File: config.mk
export PLATFORM = sky130hd
export DESIGN_NAME = fetch_ctrl
export DESIGN_NICKNAME = d
export VERILOG_FILES = /design/src/rtl/fetch_ctrl.sv
export SDC_FILE = /design/constraint.sdc
export NUM_CORES = 1
export LEC_CHECK = 0
export CORE_MARGIN = 10
export CORE_UTILIZATION = 30
export DETAILED_ROUTE_END_ITERATION = 8
export HOLD_SLACK_MARGIN = 0.1
export PLACE_DENSITY = 0.51
export SLEW_MARGIN = 20
export SYNTH_ARGS = -nofsm -noshare
export SYNTH_HDL_FRONTEND = slang
export SYNTH_SLANG_ARGS = --single-unit
File: constraint.sdc
create_clock -name clk -period 9.12 [get_ports clk]
set_input_delay 1.824 -clock clk [delete_from_list [all_inputs] [get_ports clk]]
set_output_delay 1.824 -clock clk [all_outputs]
set_load 0.1 [all_outputs]
File: src/rtl/fetch_ctrl.sv
// fetch_ctrl: instruction fetch front end.
//   Issues sequential reads to instruction memory, captures the one-cycle-late
//   responses into a 2-entry {pc, insn} buffer and presents the head entry to
//   decode with a valid/ready handshake. Supports redirects (jumps), halting and
//   flags misaligned redirect targets.
// Ports:
//   clk, rst                     clock, asynchronous active-high reset
//   jump_enable, jump_address    redirect request and target
//   halt                         level; suppresses new fetches
//   imem_req, imem_addr          memory read strobe and address
//   imem_rdata                   read data, valid one cycle after imem_req
//   if_valid, if_ready           decode handshake for the head entry
//   if_pc, if_insn               head entry contents (registered)
//   fetch_misalign               one-cycle pulse after a misaligned redirect
module fetch_ctrl #(
  parameter int                ADDR_W   = 32,
  parameter int                INSN_W   = 32,
  parameter logic [ADDR_W-1:0] RESET_PC = 32'h0000_0000
) (
  input  logic              clk,
  input  logic              rst,
  input  logic              jump_enable,
  input  logic [ADDR_W-1:0] jump_address,
  input  logic              halt,
  output logic              imem_req,
  output logic [ADDR_W-1:0] imem_addr,
  input  logic [INSN_W-1:0] imem_rdata,
  output logic              if_valid,
  input  logic              if_ready,
  output logic [ADDR_W-1:0] if_pc,
  output logic [INSN_W-1:0] if_insn,
  output logic              fetch_misalign
);

  typedef enum logic [1:0] {
    ST_BOOT,
    ST_RUN,
    ST_HALTED
  } state_t;

  state_t              state_q, state_d;
  logic [ADDR_W-1:0]   fetch_pc_q, fetch_pc_d;
  logic                inflight_q, inflight_d;
  logic [ADDR_W-1:0]   inflight_pc_q, inflight_pc_d;
  logic [1:0]          count_q, count_d;
  logic [ADDR_W-1:0]   head_pc_q, head_pc_d;
  logic [INSN_W-1:0]   head_insn_q, head_insn_d;
  logic [ADDR_W-1:0]   tail_pc_q, tail_pc_d;
  logic [INSN_W-1:0]   tail_insn_q, tail_insn_d;
  logic                misalign_q, misalign_d;

  logic                pop;
  logic                push;
  logic                redirect;
  logic                req;
  logic [2:0]          occ;

  // Request / handshake decode
  always_comb begin
    pop      = (count_q != 2'd0) && if_ready;
    // BOOT only loads fetch_pc on a jump; the buffer is empty there anyway.
    redirect = jump_enable && (state_q != ST_BOOT);
    push     = inflight_q && !redirect;
    // Slots committed = buffered + still in flight. A new request is allowed
    // only if it is guaranteed a slot when its data returns.
    occ      = {1'b0, count_q} + {2'b00, inflight_q};
    req      = (state_q == ST_RUN) && !halt && !jump_enable &&
               (occ < (3'd2 + {2'b00, pop}));
  end

  // State machine and fetch pointer
  always_comb begin
    state_d       = state_q;
    fetch_pc_d    = fetch_pc_q;
    inflight_d    = req;
    inflight_pc_d = inflight_pc_q;
    misalign_d    = jump_enable && (jump_address[1:0] != 2'b00);

    case (state_q)
      ST_BOOT:   state_d = ST_RUN;
      ST_RUN:    state_d = halt ? ST_HALTED : ST_RUN;
      ST_HALTED: state_d = halt ? ST_HALTED : ST_RUN;
      default:   state_d = ST_BOOT;
    endcase

    if (req) begin
      inflight_pc_d = fetch_pc_q;
    end

    if (jump_enable) begin
      fetch_pc_d = {jump_address[ADDR_W-1:2], 2'b00};
    end else if (req) begin
      fetch_pc_d = fetch_pc_q + ADDR_W'(4);
    end
  end

  // Two-slot response buffer: head is what decode sees, tail is the overflow.
  always_comb begin
    count_d     = count_q;
    head_pc_d   = head_pc_q;
    head_insn_d = head_insn_q;
    tail_pc_d   = tail_pc_q;
    tail_insn_d = tail_insn_q;

    if (redirect) begin
      count_d = 2'd0;
    end else begin
      case ({push, pop})
        2'b01: begin
          head_pc_d   = tail_pc_q;
          head_insn_d = tail_insn_q;
          count_d     = count_q - 2'd1;
        end
        2'b10: begin
          if (count_q == 2'd0) begin
            head_pc_d   = inflight_pc_q;
            head_insn_d = imem_rdata;
          end else begin
            tail_pc_d   = inflight_pc_q;
            tail_insn_d = imem_rdata;
          end
          count_d = count_q + 2'd1;
        end
        2'b11: begin
          // Pop and push together: occupancy unchanged, entries shift forward.
          if (count_q == 2'd2) begin
            head_pc_d   = tail_pc_q;
            head_insn_d = tail_insn_q;
            tail_pc_d   = inflight_pc_q;
            tail_insn_d = imem_rdata;
          end else begin
            head_pc_d   = inflight_pc_q;
            head_insn_d = imem_rdata;
          end
        end
        default: ;
      endcase
    end
  end

  // Registers: control and visible head
  always_ff @(posedge clk or posedge rst) begin
    if (rst) begin
      state_q     <= ST_BOOT;
      fetch_pc_q  <= RESET_PC;
      inflight_q  <= 1'b0;
      count_q     <= 2'd0;
      head_pc_q   <= '0;
      head_insn_q <= '0;
      misalign_q  <= 1'b0;
    end else begin
      state_q     <= state_d;
      fetch_pc_q  <= fetch_pc_d;
      inflight_q  <= inflight_d;
      count_q     <= count_d;
      head_pc_q   <= head_pc_d;
      head_insn_q <= head_insn_d;
      misalign_q  <= misalign_d;
    end
  end

  // Registers: data qualified elsewhere, no reset needed
  always_ff @(posedge clk) begin
    inflight_pc_q <= inflight_pc_d;
    tail_pc_q     <= tail_pc_d;
    tail_insn_q   <= tail_insn_d;
  end

  assign imem_req       = req;
  assign imem_addr      = fetch_pc_q;
  assign if_valid       = (count_q != 2'd0);
  assign if_pc          = head_pc_q;
  assign if_insn        = head_insn_q;
  assign fetch_misalign = misalign_q;

endmodule

==> impl_metrics.env <==
export IMPL_stdcell_area_um2=10500
export IMPL_die_area_um2=33100
export IMPL_wirelength_um=20300
export IMPL_finish_net_count=866
export IMPL_clk_pin_slew_worst_paths_ns=0.07
export IMPL_relSlewSlack_pct=26.6
export IMPL_viasPerCell=4.65
export IMPL_synth_flop_cell="dfrtp_1"
export IMPL_slowest_delay_ns=1.22
export IMPL_cts_buffer_depth=2
export IMPL_worstPathMaxFanout=32
export IMPL_ant_nets=0
export IMPL_cp_arrival_ns=5.09
export IMPL_cp_start_kind="input pin"
export IMPL_fin_crit_ns=6.91
export IMPL_worstSetupPathType="in2out"
export IMPL_dp_cells=1107
export IMPL_syn_area_um2=7870
export IMPL_async_reset_ff_share_pct=51.8
export IMPL_cp_required_ns=7.30
export IMPL_place_area_um2=9890
export IMPL_register_area_um2=5240
export IMPL_cellPowerDensity_nw_per_um2=363
export IMPL_finClkSkew_ns=0.00890
export IMPL_drt_first_iter_violations=389
export IMPL_io_buffer_count=165
export IMPL_vias=5297
export IMPL_initial_utilization_pct=30.4
export IMPL_h_tree_depth=4
export IMPL_multi_input_area_um2=2470
export IMPL_post_route_util_pct=40.4
export IMPL_place_gp_congestion=0.762
export IMPL_report_final_slew_viol_count=0
export IMPL_outcome="completed"
export IMPL_rsz0062_at_grt="false"
export IMPL_worstMarginPinSlew_ns=1.10
export IMPL_crit_path_end_kind="primary output"
export IMPL_io_pins=168
export IMPL_num_rows=59
export IMPL_crit_slowest_cell="clkdlybuf4s50_1"
export IMPL_fillCellCount=2507
export IMPL_ir_drop_uv=200
export IMPL_cts_tree="done"
export IMPL_synth_edf_count=92
export IMPL_synth_seq_cells=191
export IMPL_ys_warn_count=0
export IMPL_grtUsageTotal_pct=12.2
export IMPL_drive_gt1_share_pct=7.09
export IMPL_grt_max_degree=76
export IMPL_postSynthAreaPerCell_um2=12.5
export IMPL_drv_cap=0
export IMPL_crit_family="buffers and inverters"
export IMPL_p_leak_nw=4.20
export IMPL_cp_common_cell="clkdlybuf4s50_1"
export IMPL_die_w_um=182
export IMPL_synthToLayoutAreaGrowth_pct=32.9
export IMPL_fin_crit_sh_pct=75.8
export IMPL_chipHeight_um=182
export IMPL_post_cts_resized=0
export IMPL_drcViolationCount=0
export IMPL_synth_cells=632
export IMPL_numCtsBuffers=17
export IMPL_antenna_found_initial=0
export IMPL_clock_root_buffer="clkbuf_16"
export IMPL_hold_class="reg2reg"
export IMPL_hold_violations=0
export IMPL_grt_pass1_vias=5378
export IMPL_cts_sinks=191
export IMPL_tns_ns=0
export IMPL_grt_pass1_wl_um=32200
export IMPL_layout_commonest_cell="clkdlybuf4s50_1"
export IMPL_finalSetupViolCount=0
export IMPL_dp_hpwl_um=14100
export IMPL_max_freq_ghz=0.145
export IMPL_wl_per_cell_um=17.8
export IMPL_fin_cells=1139
export IMPL_overflow=0
export IMPL_hold_buffers=0
export IMPL_worstPathCellList="clkdlybuf4s50_1 > nand2b_1 > o21ai_2 > nand2_1 > nor2_4 > buf_4 > clkdlybuf4s50_1"
export IMPL_diodes=0
export IMPL_coreArea_um2=25900
export IMPL_synth_cell_type_count=50
export IMPL_power_mw=3.80
export IMPL_ys_seq_area_share_pct=66.6
export IMPL_post_cts_buffers=0
export IMPL_layout_common_cells="clkdlybuf4s50_1 (165), dfrtp_1 (99), edfxtp_1 (92)"
export IMPL_crit_buf_inv=3
export IMPL_drt_pre_antenna_iters=4
export IMPL_clock_latency_ns=0.43
[through the flow]
stage / worst slack [ns] / hold slack, ns
2_1_floorplan: 2.23 / 0.426
3_3_place_gp: 2.23 / 0.437
3_5_place_dp: 2.18 / 0.440
4_1_cts: 2.18 / 0.457
5_1_grt: 1.98 / 0.469
6_report: 2.21 / 0.455
[cell usage after synthesis (all sizes together) (2+ instances only)]
master / number / area share (%)
inv: 11 / 0.52
buf: 17 / 1.1
nor4: 7 / 0.75
nor2: 81 / 3.9
ha: 6 / 0.95
o21ai: 24 / 1.6
nand4: 12 / 1.0
xnor2: 12 / 1.3
clkbuf: 17 / 0.81
dfrtp: 99 / 31
edfxtp: 92 / 35
a31o: 2 / 0.22
a21oi: 69 / 4.4
xor2: 7 / 0.78
nor3: 7 / 0.51
a31oi: 5 / 0.40
and3: 7 / 0.57
o211ai: 4 / 0.38
and4: 3 / 0.35
mux2i: 63 / 8.0
or4: 3 / 0.29
nand3: 19 / 1.4
o311ai: 3 / 0.33
nand2: 40 / 1.9
nor3b: 2 / 0.19
nand2b: 3 / 0.24
or2: 2 / 0.16
and2: 2 / 0.16
[state kept, by name, summed over array words and instances (netlist names)]
signal	flops
imem_addr	30
state_q	2
count_q	2
tail_insn_q	32
if_insn	32
if_pc	31
fetch_misalign	1
inflight_q	1
inflight_pc_q	30
tail_pc_q	30
[final timing paths]
kind,end,from,slack [ns],depth (start not counted)
setup / recovery,imem_req,if_ready,2.21,7
max in group asynchronous,imem_addr[8]$_DFFE_PP0P_,rst,6.06,3
min in group asynchronous,if_pc[27]$_DFFE_PP0P_,rst,1.76,2
setup reg to reg,imem_addr[25]$_DFFE_PP0P_,inflight_q$_DFF_PP0_,6.30,7
hold reg to reg,tail_pc_q[29]$_DFFE_PP_,inflight_pc_q[29]$_DFFE_PP_,0.46,0
hold / removal,tail_pc_q[29]$_DFFE_PP_,inflight_pc_q[29]$_DFFE_PP_,0.46,0
[kinds of logic (layout without fill, tap and decap cells)]
kind of cell | count (synthesis) | count (layout) | share of synthesized area (%)
AOI/OAI and AO/OA | 113 | 113 | 7.90
xor gates and xnor gates | 19 | 19 | 2.11
adders and majority gates | 6 | 6 | 0.954
buffers and inverters | 46 | 217 | 2.51
DFF | 191 | 191 | 66.6
muxes | 64 | 64 | 8.15
other | 1 | 2 | 0.0476
and+or+nand+nor | 192 | 192 | 11.8
[cell type report]
type	instances	area share, %
clock buffers	17	4.07
clock inverters	15	1.42
inverters	12	0.454
multi-input cells	396	23.6
flip-flops and latches	191	50.1
well taps	335	4.01
repair buffers	173	16.4
[worst reg2reg max path, delay by kind of cell, from the launching register on]
kind            cells  cell delay [ns]
simple gates        4             1.63
compound gates      1             0.17
flops               1             0.48
fa+ha+maj           2             0.47
[metal layers]
metal	GRT usage [%]	vias to the layer above	share of wire [%]
met4	4.17	0	1.4
met3	3.40	19	5.7
met2	18.2	141	44
li1	-	2604	-
met5	0	-	0
met1	16.6	2533	49
[power breakdown]
part | internal, mW | leakage (nW) | switching [mW]
Combinational | 0.414 | 1.96 | 1.45
Clock | 0.364 | 0.280 | 0.359
Sequential | 1.09 | 1.96 | 0.115
Total | 1.87 | 4.20 | 1.93
No activity file was read; power rests on OpenSTA's default activity.
